$ cat src/rtl/ring_freq_meter.sv
// rtl/ring_freq_meter.sv - ring-oscillator frequency meter: Gray edge counter, CDC sync, gated sampling
module ring_freq_meter #(
    parameter int pRINGS  = 6,
    parameter int pSEL_W  = 3,
    parameter int pCNT_W  = 16,
    parameter int pGATE   = 1000,
    parameter int pSETTLE = 4
) (
    input  logic              i_clk,
    input  logic              i_rst_n,
    input  logic [pRINGS-1:0] i_ring,
    input  logic [pSEL_W-1:0] i_sel,
    input  logic              i_start,
    output logic              o_busy,
    output logic              o_valid,
    output logic [pCNT_W-1:0] o_count
);

    localparam int SLOTS = 2 ** pSEL_W;
    localparam int TMAX  = (pGATE > pSETTLE) ? pGATE : pSETTLE;
    localparam int TW    = $clog2(TMAX + 1);

    typedef enum logic [1:0] {
        IDLE   = 2'd0,
        SETTLE = 2'd1,
        GATE   = 2'd2,
        DONE   = 2'd3
    } state_t;

    function automatic logic [pCNT_W-1:0] gray2bin(input logic [pCNT_W-1:0] g);
        logic [pCNT_W-1:0] b;
        b[pCNT_W-1] = g[pCNT_W-1];
        for (int i = pCNT_W - 2; i >= 0; i--) begin
            b[i] = b[i+1] ^ g[i];
        end
        return b;
    endfunction

    function automatic logic [pCNT_W-1:0] bin2gray(input logic [pCNT_W-1:0] b);
        return b ^ (b >> 1);
    endfunction

    logic [pSEL_W-1:0] sel_q;
    logic [SLOTS-1:0]  ring_ext;
    logic              ring_clk;
    logic [pCNT_W-1:0] gray_q;
    logic [pCNT_W-1:0] sync1_q;
    logic [pCNT_W-1:0] sync2_q;
    logic [pCNT_W-1:0] sync_bin;
    logic [pCNT_W-1:0] bin0_q;
    logic [pCNT_W-1:0] bin1_q;
    logic [TW-1:0]     timer_q;
    logic              timer_zero;
    state_t            state_q;
    state_t            state_d;
    logic              accept;
    logic              take0;
    logic              take1;
    logic              finish;

    // Unpopulated select slots read as a constant 0, so such a run counts no edges.
    for (genvar g = 0; g < SLOTS; g++) begin : g_slot
        if (g < pRINGS) begin : g_used
            assign ring_ext[g] = i_ring[g];
        end else begin : g_empty
            assign ring_ext[g] = 1'b0;
        end
    end

    assign ring_clk = ring_ext[sel_q];

    always_ff @(posedge ring_clk or negedge i_rst_n) begin
        if (!i_rst_n) begin
            gray_q <= '0;
        end else begin
            gray_q <= bin2gray(gray2bin(gray_q) + 1'b1);
        end
    end

    always_ff @(posedge i_clk or negedge i_rst_n) begin
        if (!i_rst_n) begin
            sync1_q <= '0;
            sync2_q <= '0;
        end else begin
            sync1_q <= gray_q;
            sync2_q <= sync1_q;
        end
    end

    assign sync_bin   = gray2bin(sync2_q);
    assign timer_zero = (timer_q == '0);

    always_ff @(posedge i_clk or negedge i_rst_n) begin
        if (!i_rst_n) begin
            state_q <= IDLE;
        end else begin
            state_q <= state_d;
        end
    end

    always_comb begin
        state_d = state_q;
        case (state_q)
            IDLE:    if (i_start) state_d = SETTLE;
            SETTLE:  if (timer_zero) state_d = GATE;
            GATE:    if (timer_zero) state_d = DONE;
            DONE:    state_d = IDLE;
            default: state_d = IDLE;
        endcase
    end

    always_comb begin
        accept = 1'b0;
        take0  = 1'b0;
        take1  = 1'b0;
        finish = 1'b0;
        case (state_q)
            IDLE:    accept = i_start;
            SETTLE:  take0  = timer_zero;
            GATE:    take1  = timer_zero;
            DONE:    finish = 1'b1;
            default: finish = 1'b0;
        endcase
    end

    // The timer is loaded with N-1 so that SETTLE and GATE each last exactly N cycles.
    always_ff @(posedge i_clk or negedge i_rst_n) begin
        if (!i_rst_n) begin
            timer_q <= '0;
        end else if (accept) begin
            timer_q <= TW'(pSETTLE - 1);
        end else if (take0) begin
            timer_q <= TW'(pGATE - 1);
        end else if (!timer_zero) begin
            timer_q <= timer_q - 1'b1;
        end
    end

    always_ff @(posedge i_clk or negedge i_rst_n) begin
        if (!i_rst_n) begin
            sel_q   <= '0;
            bin0_q  <= '0;
            bin1_q  <= '0;
            o_busy  <= 1'b0;
            o_valid <= 1'b0;
            o_count <= '0;
        end else begin
            o_valid <= finish;
            if (accept) begin
                sel_q  <= i_sel;
                o_busy <= 1'b1;
            end
            if (take0) begin
                bin0_q <= sync_bin;
            end
            if (take1) begin
                bin1_q <= sync_bin;
            end
            if (finish) begin
                o_count <= bin1_q - bin0_q;
                o_busy  <= 1'b0;
            end
        end
    end

endmodule

$ cat config.mk
export PLATFORM = sky130hd
export DESIGN_NAME = ring_freq_meter
export DESIGN_NICKNAME = d
export VERILOG_FILES = /design/src/rtl/ring_freq_meter.sv
export SDC_FILE = /design/constraint.sdc
export NUM_CORES = 1
export LEC_CHECK = 0
export CELL_PAD_IN_SITES_DETAIL_PLACEMENT = 2
export CELL_PAD_IN_SITES_GLOBAL_PLACEMENT = 2
export CORE_MARGIN = 2
export CORE_UTILIZATION = 43
export DETAILED_ROUTE_END_ITERATION = 6
export GPL_ROUTABILITY_DRIVEN = 0
export MAX_ROUTING_LAYER = met4
export PLACE_DENSITY_LB_ADDON = 0.2
export SLEW_MARGIN = 30
export SYNTH_ARGS = -nofsm -noshare
export SYNTH_HDL_FRONTEND = slang
export SYNTH_SLANG_ARGS = --single-unit
$ cat constraint.sdc
create_clock -name i_clk -period 4.2 [get_ports i_clk]
set_input_delay 0.84 -clock i_clk [delete_from_list [all_inputs] [get_ports i_clk]]
set_output_delay 0.84 -clock i_clk [all_outputs]
set_load 0.02 [all_outputs]
Word-level counts from Yosys, hierarchy flattened
Cells that the tools add are included.
- word-level logic and storage cells: 72
- flip-flop bits (word level): 113
- input port bits: 12
- output and inout bits: 18
- reduce and logical (&&, ||, !) cells: 4
- eq/ne operators: 7
- add/sub/neg operators: 3
- bitwise gates (word level): 31
- order comparisons: 1
- mux-type cells: 15
- operator list (operator ; number):
    2-to-1 mux 10 bit ; 3
    XOR 1 bit ; 30
    adder 16 x 1 -> 16 bit (second input constant) ; 1
    subtractor 16 bit ; 1
    XOR 16 x 15 -> 16 bit ; 1
    logical NOT 10 bit ; 1
    subtractor 10 x 1 -> 10 bit (second input constant) ; 1
    one-hot mux 2 bit (4 select lines) ; 1
    2-to-1 mux 1 bit ; 7
    2-to-1 mux 2 bit ; 3
    inequality test 2 bit (second input constant) ; 3
    equality test 2 bit (second input constant) ; 2
    < comparator 3 x 4 -> 1 bit (second input constant) ; 1
    binary-select mux 1 bit (select 3 bit) ; 1
    inequality test 3 x 1 -> 1 bit (second input constant) ; 1
    AND reduction 3 bit ; 1
    equality test 2 x 1 -> 1 bit (second input constant) ; 1
    logical NOT 2 bit ; 1
    nonzero test 2 bit ; 1

Depth between registers and ports, before layout
- word-level depth: 17
- depth in mapped cells: 34
- gate-level depth less buffers: 34

==> out/metrics.yaml <==
status: "completed"
relSlewSlack_pct: 42.5
grt_pass1_vias: 4187
gr-total-overflow: 0
synth_area_mm2: 0.00542
slowest_delay_ps: 550
syn_nets: 560
via_per_inst: 5.09
cts_setup_buffers: 0
postPlaceCellArea_mm2: 0.00591
min_path_type: "flip-flop to flip-flop"
h-tree-depth: 3
drive_gt1_share_pct: 7.12
synth_top_family_by_area: "simple AND/OR/NAND/NOR gates"
timing.critical_path.buf_inv: 1
synth-xor-area-share_pct: 10.9
required_ps: 4430
ir_drop_mv: 0.205
min_from: "sync1_q[6]"
synth-simple-area-share_pct: 11.4
ff2ff_setup_slack_ps: 1240
crit_path_top_delay_cell: "nand2_1"
port-buffer-count: 29
fillCellCount: 1293
clockBufferDepth: 2
cts_tree: "built"
wire_per_inst_um: 16.8
worstPathMaxFanout: 30
power.density_mw_per_mm2: 608
synth_compound_area_share_pct: 9.67
drt-pass1-iter-count: 4
final.setup.tns_ps: 0
cts_buffers: 9
synth_flop_cell: "dfrtp_1"
clk_latency_ps: 350
final_cell_mix: "dfrtp_1 (113), nand2_1 (55), inv_1 (54)"
dr_total_vias: 3665
drc_errors: 0
min_period_ps: 2960
fin_area_mm2: 0.00622
synth_cell_types: 47
ctsHoldBuffers: 0
ys_ff_latch: 113
maxCapViolCount: 0
layout_commonest_cell: "dfrtp_1"
die_w_um: 116
hold_viol_final: 0
nets: 591
min_path_cells: 0
antenna_left: 0
placed_cells: 704
dieHeight_um: 116
worst_slew_pin_slew_ps: 861
die_area_mm2: 0.0135
critPathLaunchType: "flip-flop"
dr.first_iter.drc_count: 93
diodes: 0
unclocked_regs: 16
netlist_instances: 512
dp_hpwl_mm: 9.06
p_leak_nw: 2.95
max_freq_ghz: 0.338
grtUsageTotal_pct: 20.8
antenna_found_initial: 0
min_period_over_period_pct: 70.5
finalSetupViolations: 0
drt-total-wl_mm: 12.1
clkSlewWorstSetupHoldPaths_ps: 70
pre_cts_ws_ps: 1210
end_kind: "flip-flop"
cp_top_family: "simple AND/OR/NAND/NOR gates"
async_flop_share_pct: 100
rsz0062_at_grt: "no"
seq_area_frac_synth_pct: 52.1
post_cts_resized: 0
fin_ws_ps: 1240
area_growth_pct: 14.6
start_util_pct: 43.5
synth_edf_count: 0
min_to: "sync2_q[6]"
cts-root-buf: "clkbuf_16"
grt_pass1_wl_mm: 21.3
yosys_warnings: 0
r2r-end: "bin1_q[15]"
unconstrained_endpoints: 32
drv_slew: 0
path_class: "flip-flop to flip-flop"
stdcell_count: 720
num_rows: 41
reg2regPathDepth: 7
path_cells: "inv_1, ha_1, or3b_1, or3_1, nor3_1, nand2_1, mux2_2"
synthMuxAreaShare_pct: 2.86
crit_arrival_ps: 3190
coreArea_mm2: 0.0125
fin_skew_ps: 6.85
grt_max_degree: 74
syn_area_per_cell_um2: 10.6
timing.rr.start: "timer_q[0]"
ios: 30
synth_adder_area_share_pct: 8.44
synthesized netlist by cell type, types with 7 or more instances:
cell      instances  area share [%]
nor2_1           29             2.0
ha_1             35             8.1
a21oi_1          21             1.9
o21ai_0          35             3.2
or3_1             7            0.81
xor2_1           27             4.4
xnor2_1          28             4.5
clkbuf_1         12            0.83
dfrtp_1         113              52
nor3_1           12             1.1
inv_1            54             3.7
mux2_2           10             2.1
nand2_1          55             3.8
a211oi_1          7            0.97
routing by layer:
metal / part of all wire [%] / track usage [%] / vias to the layer above
met5: 0 / - / -
met3: 1.4 / 2.23 / 17
met4: 1.9 / 7.38 / 0
li1: - / - / 1754
met1: 45 / 25.7 / 1861
met2: 52 / 35.6 / 33
power breakdown:
group	switching (mW)	internal, mW
clock network	0.368	0.479
registers	0.147	1.26
logic	0.868	0.659
cell families (layout without fill, tap and decap cells):
kind of cell,Yosys count,count (layout)
and+or+nand+nor,134,134
DFF,113,113
AOI/OAI and AO/OA,89,89
buffers and inverters,67,103
xor gates and xnor gates,60,60
adders and majority gates,36,36
muxes,13,13
area by class of cell:
type | instances | area (um^2) | share of cell area [%]
Inverter | 54 | 203 | 3.26
Multi-Input combinational cell | 332 | 2340 | 37.7
Sequential cell | 113 | 2830 | 45.5
Clock inverter | 6 | 66.3 | 1.07
Tap cell | 172 | 215 | 3.46
Timing Repair Buffer | 33 | 322 | 5.17
Clock buffer | 10 | 239 | 3.84
flip-flops by register name, indices dropped and copies added (netlist names), named ones only:
register / cells
bin0_q: 16
sync1_q: 16
bin1_q: 16
state_q: 2
timer_q: 10
sel_q: 3
o_count: 16
sync2_q: 16
gray_q: 15
o_valid: 1
o_busy: 1
worst max path at each step:
stage | start | to | slack, ps | cells past startpoint
2_1_floorplan | timer_q[0] | bin0_q[13] | 1700 | 9
3_3_place_gp | timer_q[0] | bin1_q[15] | 1340 | 7
3_5_place_dp | timer_q[0] | bin1_q[15] | 1210 | 7
4_1_cts | timer_q[0] | bin1_q[15] | 1210 | 7
5_1_grt | timer_q[0] | bin1_q[15] | 950 | 7
6_report | timer_q[0] | bin1_q[15] | 1240 | 7
through the flow:
step / power [mW] / hold WS [ps] / utilization [%]
after floorplan: 2.43 / 331 / -
after global placement: 2.86 / 332 / 47.4
after detailed placement: 2.96 / 336 / 47.4
after CTS: 3.84 / 348 / 49.8
after global routing: 4.10 / 353 / 49.9
final: 3.78 / 344 / 49.9
Power figures use the tool's default switching activity.
